`src/rtl/jeff_tdm_demux_if.sv`:
```
// Beat stream into the TDM demultiplexer and the frame/status signals coming out of it.
interface jeff_tdm_demux_if #(
  parameter int WIDTH    = 4,
  parameter int CHANNELS = 4
);
  localparam int SLOT_W = $clog2(CHANNELS);

  logic                      in_valid;
  logic                      in_sync;
  logic [WIDTH-1:0]          in_data;
  logic [WIDTH*CHANNELS-1:0] y;
  logic                      frame_valid;
  logic                      sync_err;
  logic                      locked;
  logic [SLOT_W-1:0]         slot;

  modport master (
    output in_valid, in_sync, in_data,
    input  y, frame_valid, sync_err, locked, slot
  );

  modport slave (
    input  in_valid, in_sync, in_data,
    output y, frame_valid, sync_err, locked, slot
  );
endinterface

```
`src/rtl/jeff_tdm_demux.sv`:
```
// TDM demultiplexer: aligns to the slot-0 sync flag, stages one beat per slot and
// presents a whole frame on y with a one-cycle frame_valid strobe.
module jeff_tdm_demux #(
  parameter int WIDTH    = 4,
  parameter int CHANNELS = 4
) (
  input  logic              clk,
  input  logic              rst_n,
  input  logic              en,
  jeff_tdm_demux_if.slave   bus
);
  localparam int SLOT_W = $clog2(CHANNELS);
  localparam logic [SLOT_W-1:0] LAST_SLOT = SLOT_W'(CHANNELS - 1);

  typedef enum logic {HUNT, LOCKED} state_t;

  state_t                    state_q, state_d;
  logic [SLOT_W-1:0]         slot_q, slot_d;
  logic [WIDTH-1:0]          stage_q [CHANNELS];
  logic [WIDTH-1:0]          stage_d [CHANNELS];
  logic [WIDTH*CHANNELS-1:0] y_q, y_d;
  logic                      frame_valid_q, frame_valid_d;
  logic                      sync_err_q, sync_err_d;
  logic                      accept;

  assign accept = en & bus.in_valid;

  always_comb begin
    // NOTE: every variable gets a default first so no path leaves one unassigned (no latches).
    state_d       = state_q;
    slot_d        = slot_q;
    stage_d       = stage_q;
    y_d           = y_q;
    frame_valid_d = 1'b0;
    sync_err_d    = 1'b0;

    if (accept) begin
      unique case (state_q)
        HUNT: begin
          if (bus.in_sync) begin
            stage_d[0] = bus.in_data;
            slot_d     = SLOT_W'(1);
            state_d    = LOCKED;
          end
        end
        LOCKED: begin
          if (bus.in_sync) begin
            // Early sync abandons the partial frame and restarts at slot 0.
            sync_err_d = (slot_q != '0);
            stage_d[0] = bus.in_data;
            slot_d     = SLOT_W'(1);
          end else if (slot_q == '0) begin
            sync_err_d = 1'b1;
            state_d    = HUNT;
          end else begin
            stage_d[slot_q] = bus.in_data;
            if (slot_q == LAST_SLOT) begin
              for (int k = 0; k < CHANNELS - 1; k++) begin
                y_d[k*WIDTH +: WIDTH] = stage_q[k];
              end
              y_d[(CHANNELS-1)*WIDTH +: WIDTH] = bus.in_data;
              frame_valid_d = 1'b1;
              slot_d        = '0;
            end else begin
              slot_d = slot_q + SLOT_W'(1);
            end
          end
        end
        default: state_d = HUNT;
      endcase
    end
  end

  // NOTE: sequential state uses non-blocking assignments only; the staging array is
  // reset too so a mid-frame reset cannot leak stale channel data into a later frame.
  always_ff @(posedge clk or negedge rst_n) begin
    if (!rst_n) begin
      state_q       <= HUNT;
      slot_q        <= '0;
      y_q           <= '0;
      frame_valid_q <= 1'b0;
      sync_err_q    <= 1'b0;
      for (int k = 0; k < CHANNELS; k++) begin
        stage_q[k] <= '0;
      end
    end else begin
      state_q       <= state_d;
      slot_q        <= slot_d;
      y_q           <= y_d;
      frame_valid_q <= frame_valid_d;
      sync_err_q    <= sync_err_d;
      stage_q       <= stage_d;
    end
  end

  assign bus.y           = y_q;
  assign bus.frame_valid = frame_valid_q;
  assign bus.sync_err    = sync_err_q;
  assign bus.locked      = (state_q == LOCKED);
  assign bus.slot        = slot_q;
endmodule

```
`src/flat_wrapper.sv`:
```
// flat-port wrapper written by rule: the top's interface ports become plain ports
module jeff_tdm_demux_flat 
#(
  parameter int WIDTH    = 4,
  parameter int CHANNELS = 4
)
  (clk, rst_n, en, bus_in_valid, bus_in_sync, bus_in_data, bus_y, bus_frame_valid, bus_sync_err, bus_locked, bus_slot);
  jeff_tdm_demux_if #(.WIDTH(WIDTH), .CHANNELS(CHANNELS)) bus_i ();
  input  logic clk;
  input  logic rst_n;
  input  logic en;
  input wire logic [$bits(bus_i.in_valid)-1:0] bus_in_valid;
  input wire logic [$bits(bus_i.in_sync)-1:0] bus_in_sync;
  input wire logic [$bits(bus_i.in_data)-1:0] bus_in_data;
  output wire logic [$bits(bus_i.y)-1:0] bus_y;
  output wire logic [$bits(bus_i.frame_valid)-1:0] bus_frame_valid;
  output wire logic [$bits(bus_i.sync_err)-1:0] bus_sync_err;
  output wire logic [$bits(bus_i.locked)-1:0] bus_locked;
  output wire logic [$bits(bus_i.slot)-1:0] bus_slot;
  assign bus_i.in_valid = bus_in_valid;
  assign bus_i.in_sync = bus_in_sync;
  assign bus_i.in_data = bus_in_data;
  assign bus_y = bus_i.y;
  assign bus_frame_valid = bus_i.frame_valid;
  assign bus_sync_err = bus_i.sync_err;
  assign bus_locked = bus_i.locked;
  assign bus_slot = bus_i.slot;
  jeff_tdm_demux #(.WIDTH(WIDTH), .CHANNELS(CHANNELS)) u_core (.clk(clk), .rst_n(rst_n), .en(en), .bus(bus_i));
endmodule
```
`config.mk`:
```
export PLATFORM = sky130hd
export DESIGN_NAME = jeff_tdm_demux_flat
export DESIGN_NICKNAME = d
export VERILOG_FILES = /design/src/rtl/jeff_tdm_demux_if.sv /design/src/rtl/jeff_tdm_demux.sv /design/src/flat_wrapper.sv
export SDC_FILE = /design/constraint.sdc
export NUM_CORES = 1
export LEC_CHECK = 0
export CELL_PAD_IN_SITES_DETAIL_PLACEMENT = 0
export CELL_PAD_IN_SITES_GLOBAL_PLACEMENT = 1
export CORE_ASPECT_RATIO = 0.75
export CORE_MARGIN = 2
export CORE_UTILIZATION = 40
export DETAILED_ROUTE_END_ITERATION = 10
export PLACE_DENSITY_LB_ADDON = 0.1
export SLEW_MARGIN = 0
export SYNTH_ARGS = -nofsm -noshare
export SYNTH_HDL_FRONTEND = slang
export SYNTH_SLANG_ARGS = --single-unit
```
`constraint.sdc`:
```
create_clock -name clk -period 2.1 [get_ports clk]
set_input_delay 0.315 -clock clk [delete_from_list [all_inputs] [get_ports clk]]
set_output_delay 0.315 -clock clk [all_outputs]
set_load 0.02 [all_outputs]
```
==> results.py <==
metrics = {
    "outcome": {
        "outcome": "complete, no violations",
    },
    "setup_path": {
        "crit_type": "reg2reg",
        "crit_path_end_kind": "register",
        "required_ns": 2.26,
        "critPathLaunchType": "register",
        "arrival_ns": 2.06,
        "crit_fanout": 16,
    },
    "synth": {
        "seq_area_frac_synth_pct": 56.7,
        "synth_ff_type": "dfrtp_1",
        "yosys.area.top_type": "dfrtp_1",
        "synth_fp_nets": 116,
        "synth.top_cell.area_share_pct": 56.7,
        "ys_ff_latch": 33,
        "synth.most_common_cell": "dfrtp_1",
        "yosysWarnings": 0,
        "async_flop_share_pct": 100,
        "avgSynthCellArea_um2": 14.4,
        "synth_area_leaders": "dfrtp_1 57%, mux2_2 11%, mux2_4 10%",
        "synth_common_cells": "33 x dfrtp_1, 14 x mux2_2, 10 x mux2_4",
        "ys_types": 24,
        "synth_edf_count": 0,
        "synth_area_um2": 1460,
        "postSynthCellCount": 101,
    },
    "sta": {
        "finalMaxSlewViolations": 0,
        "finalCritPeriodShare_pct": 90.2,
        "finalSetupViolations": 0,
        "slew_headroom_pct": 71.7,
        "final_hold_viol_count": 0,
        "layout_setup_ws_ns": 0.205,
        "tightest_slew_ns": 0.424,
        "grt_setup_unrepaired": "no",
        "finalCriticalPeriod_ns": 1.90,
        "skew_ns": 0.00444,
        "hold_ws_ns": 0.431,
        "fmax_mhz": 528,
        "setup_tns_ns": 0,
    },
    "grt": {
        "antenna_found_initial": 0,
        "grt_pass1_wl_um": 4490,
        "track_usage_pct": 14.9,
        "grt_overflow": 0,
        "grt_pass1_vias": 892,
        "grt_max_degree": 34,
    },
    "clock_tree": {
        "cts_setup_buffers": 0,
        "path_clk_slew_ns": 0.07,
        "cts_sinks": 33,
        "postCtsHoldBufs": 0,
        "cts_htree_levels": 2,
        "cts-buffers-inserted": 5,
        "cts_tree": "yes",
        "cts_resized": 0,
        "cts_root_buf": "clkbuf_8",
        "cts.path.max_buffers": 2,
        "worstSkewPairLatency_ns": 0.28,
    },
    "detailed_routing": {
        "dr.pass1.iters": 4,
        "vias": 910,
        "ant_nets": 0,
        "wl_per_cell_um": 15.4,
        "drt_drc_violations_left": 0,
        "avgViaCountPerCell": 5.11,
        "wirelength_um": 2740,
        "drtIter0Drc": 44,
    },
    "power": {
        "seqPwrFrac_pct": 40.5,
        "leakage_nw": 0.935,
        "p_clk_share_pct": 24.7,
        "power_density_nw_per_um2": 1310,
        "p_sw_uw": 758,
        "combinationalPowerShare_pct": 34.9,
        "switching_share_pct": 30.4,
        "peakVddDrop_v": 0.000600,
        "p_int_mw": 1.73,
    },
    "finish": {
        "finalNonFillerCells": 178,
        "finish.net_count": 152,
        "areaGrowthSynthToFinish_pct": 31.0,
        "drive_gt1_share_pct": 26.8,
        "final_design_area_no_fill_um2": 1910,
        "diodes": 0,
        "fillers": 281,
    },
    "placement": {
        "postPlaceCellArea_um2": 1790,
        "dpl.hpwl_um": 1890,
        "port_buffers": 29,
        "pre_cts_slack_ns": 0.118,
        "gp_congestion": 0.820,
        "place_inst": 170,
    },
    "min_path": {
        "hp-class": "in2async",
    },
    "floorplanning": {
        "dieArea_um2": 4140,
        "dieWidth_um": 73.6,
        "die_h_um": 56.2,
        "rows": 18,
        "core_um2": 3380,
        "pin_count": 30,
        "start_util_pct": 43.1,
    },
    "flow_run": {
        "maxCapViolations": 0,
    },
}
power groups by stage:
stage	logic, mW	clock network (mW)	registers (mW)
after detailed placement	0.876	0	1.02
after global placement	0.872	0	1.01
after CTS	0.880	0.636	1.01
after floorplan	0.383	0	1.14
after global routing	0.942	0.665	1.04
final	0.868	0.615	1.01
metal layers:
layer | vias to the layer above | wire (um) | global-route usage, %
met5 | - | 0 | 0
li1 | 422 | - | -
met2 | 28 | 1190 | 19.9
met1 | 453 | 1350 | 21.1
met3 | 7 | 132 | 4.89
met4 | 0 | 57 | 7.79
worst paths after layout:
check | cells past startpoint | slack, ns | startpoint | to
setup / recovery | 6 | 0.20 | u_core.bus.slot[0]$_DFFE_PN0P_ | u_core.bus.y[15]$_DFFE_PN0P_
hold reg to reg | 1 | 0.49 | u_core.stage_q[14]$_DFFE_PN0P_ | u_core.stage_q[14]$_DFFE_PN0P_
hold / removal | 2 | 0.43 | rst_n | u_core.bus.y[1]$_DFFE_PN0P_
setup reg to reg | 6 | 0.20 | u_core.bus.slot[0]$_DFFE_PN0P_ | u_core.bus.y[15]$_DFFE_PN0P_
max in group asynchronous | 2 | 1.35 | rst_n | u_core.stage_q[14]$_DFFE_PN0P_
min in group clk | 1 | 0.49 | u_core.stage_q[14]$_DFFE_PN0P_ | u_core.stage_q[14]$_DFFE_PN0P_
flip-flops by register name, summed over array words and instances (netlist names):
register	cells
u_core.bus.frame_valid	1
u_core.stage_q	12
u_core.bus.locked	1
u_core.bus.y	16
u_core.bus.slot	2
u_core.bus.sync_err	1
cell usage in the layout (no fill, tap or decap), types with 2 or more instances in the layout:
master,n
ha_1,6
o2bb2ai_1,3
buf_4,3
a31oi_1,2
dfrtp_1,33
mux2_2,14
nand2_1,6
and2_1,3
clkdlybuf4s50_1,29
inv_1,6
mux2_4,10
and3_1,3
clkbuf_8,6
logic make-up after synthesis:
group	after synthesis	share of synthesized area, %
AO/OA/AOI/OAI	11	5.93
adder cells (fa/ha/maj)	6	5.16
multiplexers	24	21.2
AND/OR/NAND/NOR	18	7.57
flip-flops	33	56.7
buffers and inverters	9	3.44
stage by stage:
| stage | power, mW | utilization [%] |
|---|---|---|
| after floorplan | 1.52 | - |
| after global placement | 1.88 | 53.0 |
| after detailed placement | 1.89 | 53.0 |
| after CTS | 2.52 | 56.4 |
| after global routing | 2.65 | 56.4 |
| final | 2.49 | 56.4 |
worst max-delay path, stage by stage, from the launching register on:
cell and delay, ns:
dfrtp_1 0.48, inv_1 0.10, ha_1 0.23, inv_1 0.06, ha_1 0.23, nand3_4 0.29, mux2_4 0.39
layout make-up:
class,instances,area (um^2),share of cell area (%)
timing repair buffer,32,313,16.4
multi-input combinational,59,579,30.4
inverter,6,22.5,1.18
clock buffer,7,86.3,4.53
tap,40,50.0,2.62
clock inverter,1,30.0,1.57
sequential,33,826,43.3
No activity file was read; power rests on OpenSTA's default activity.
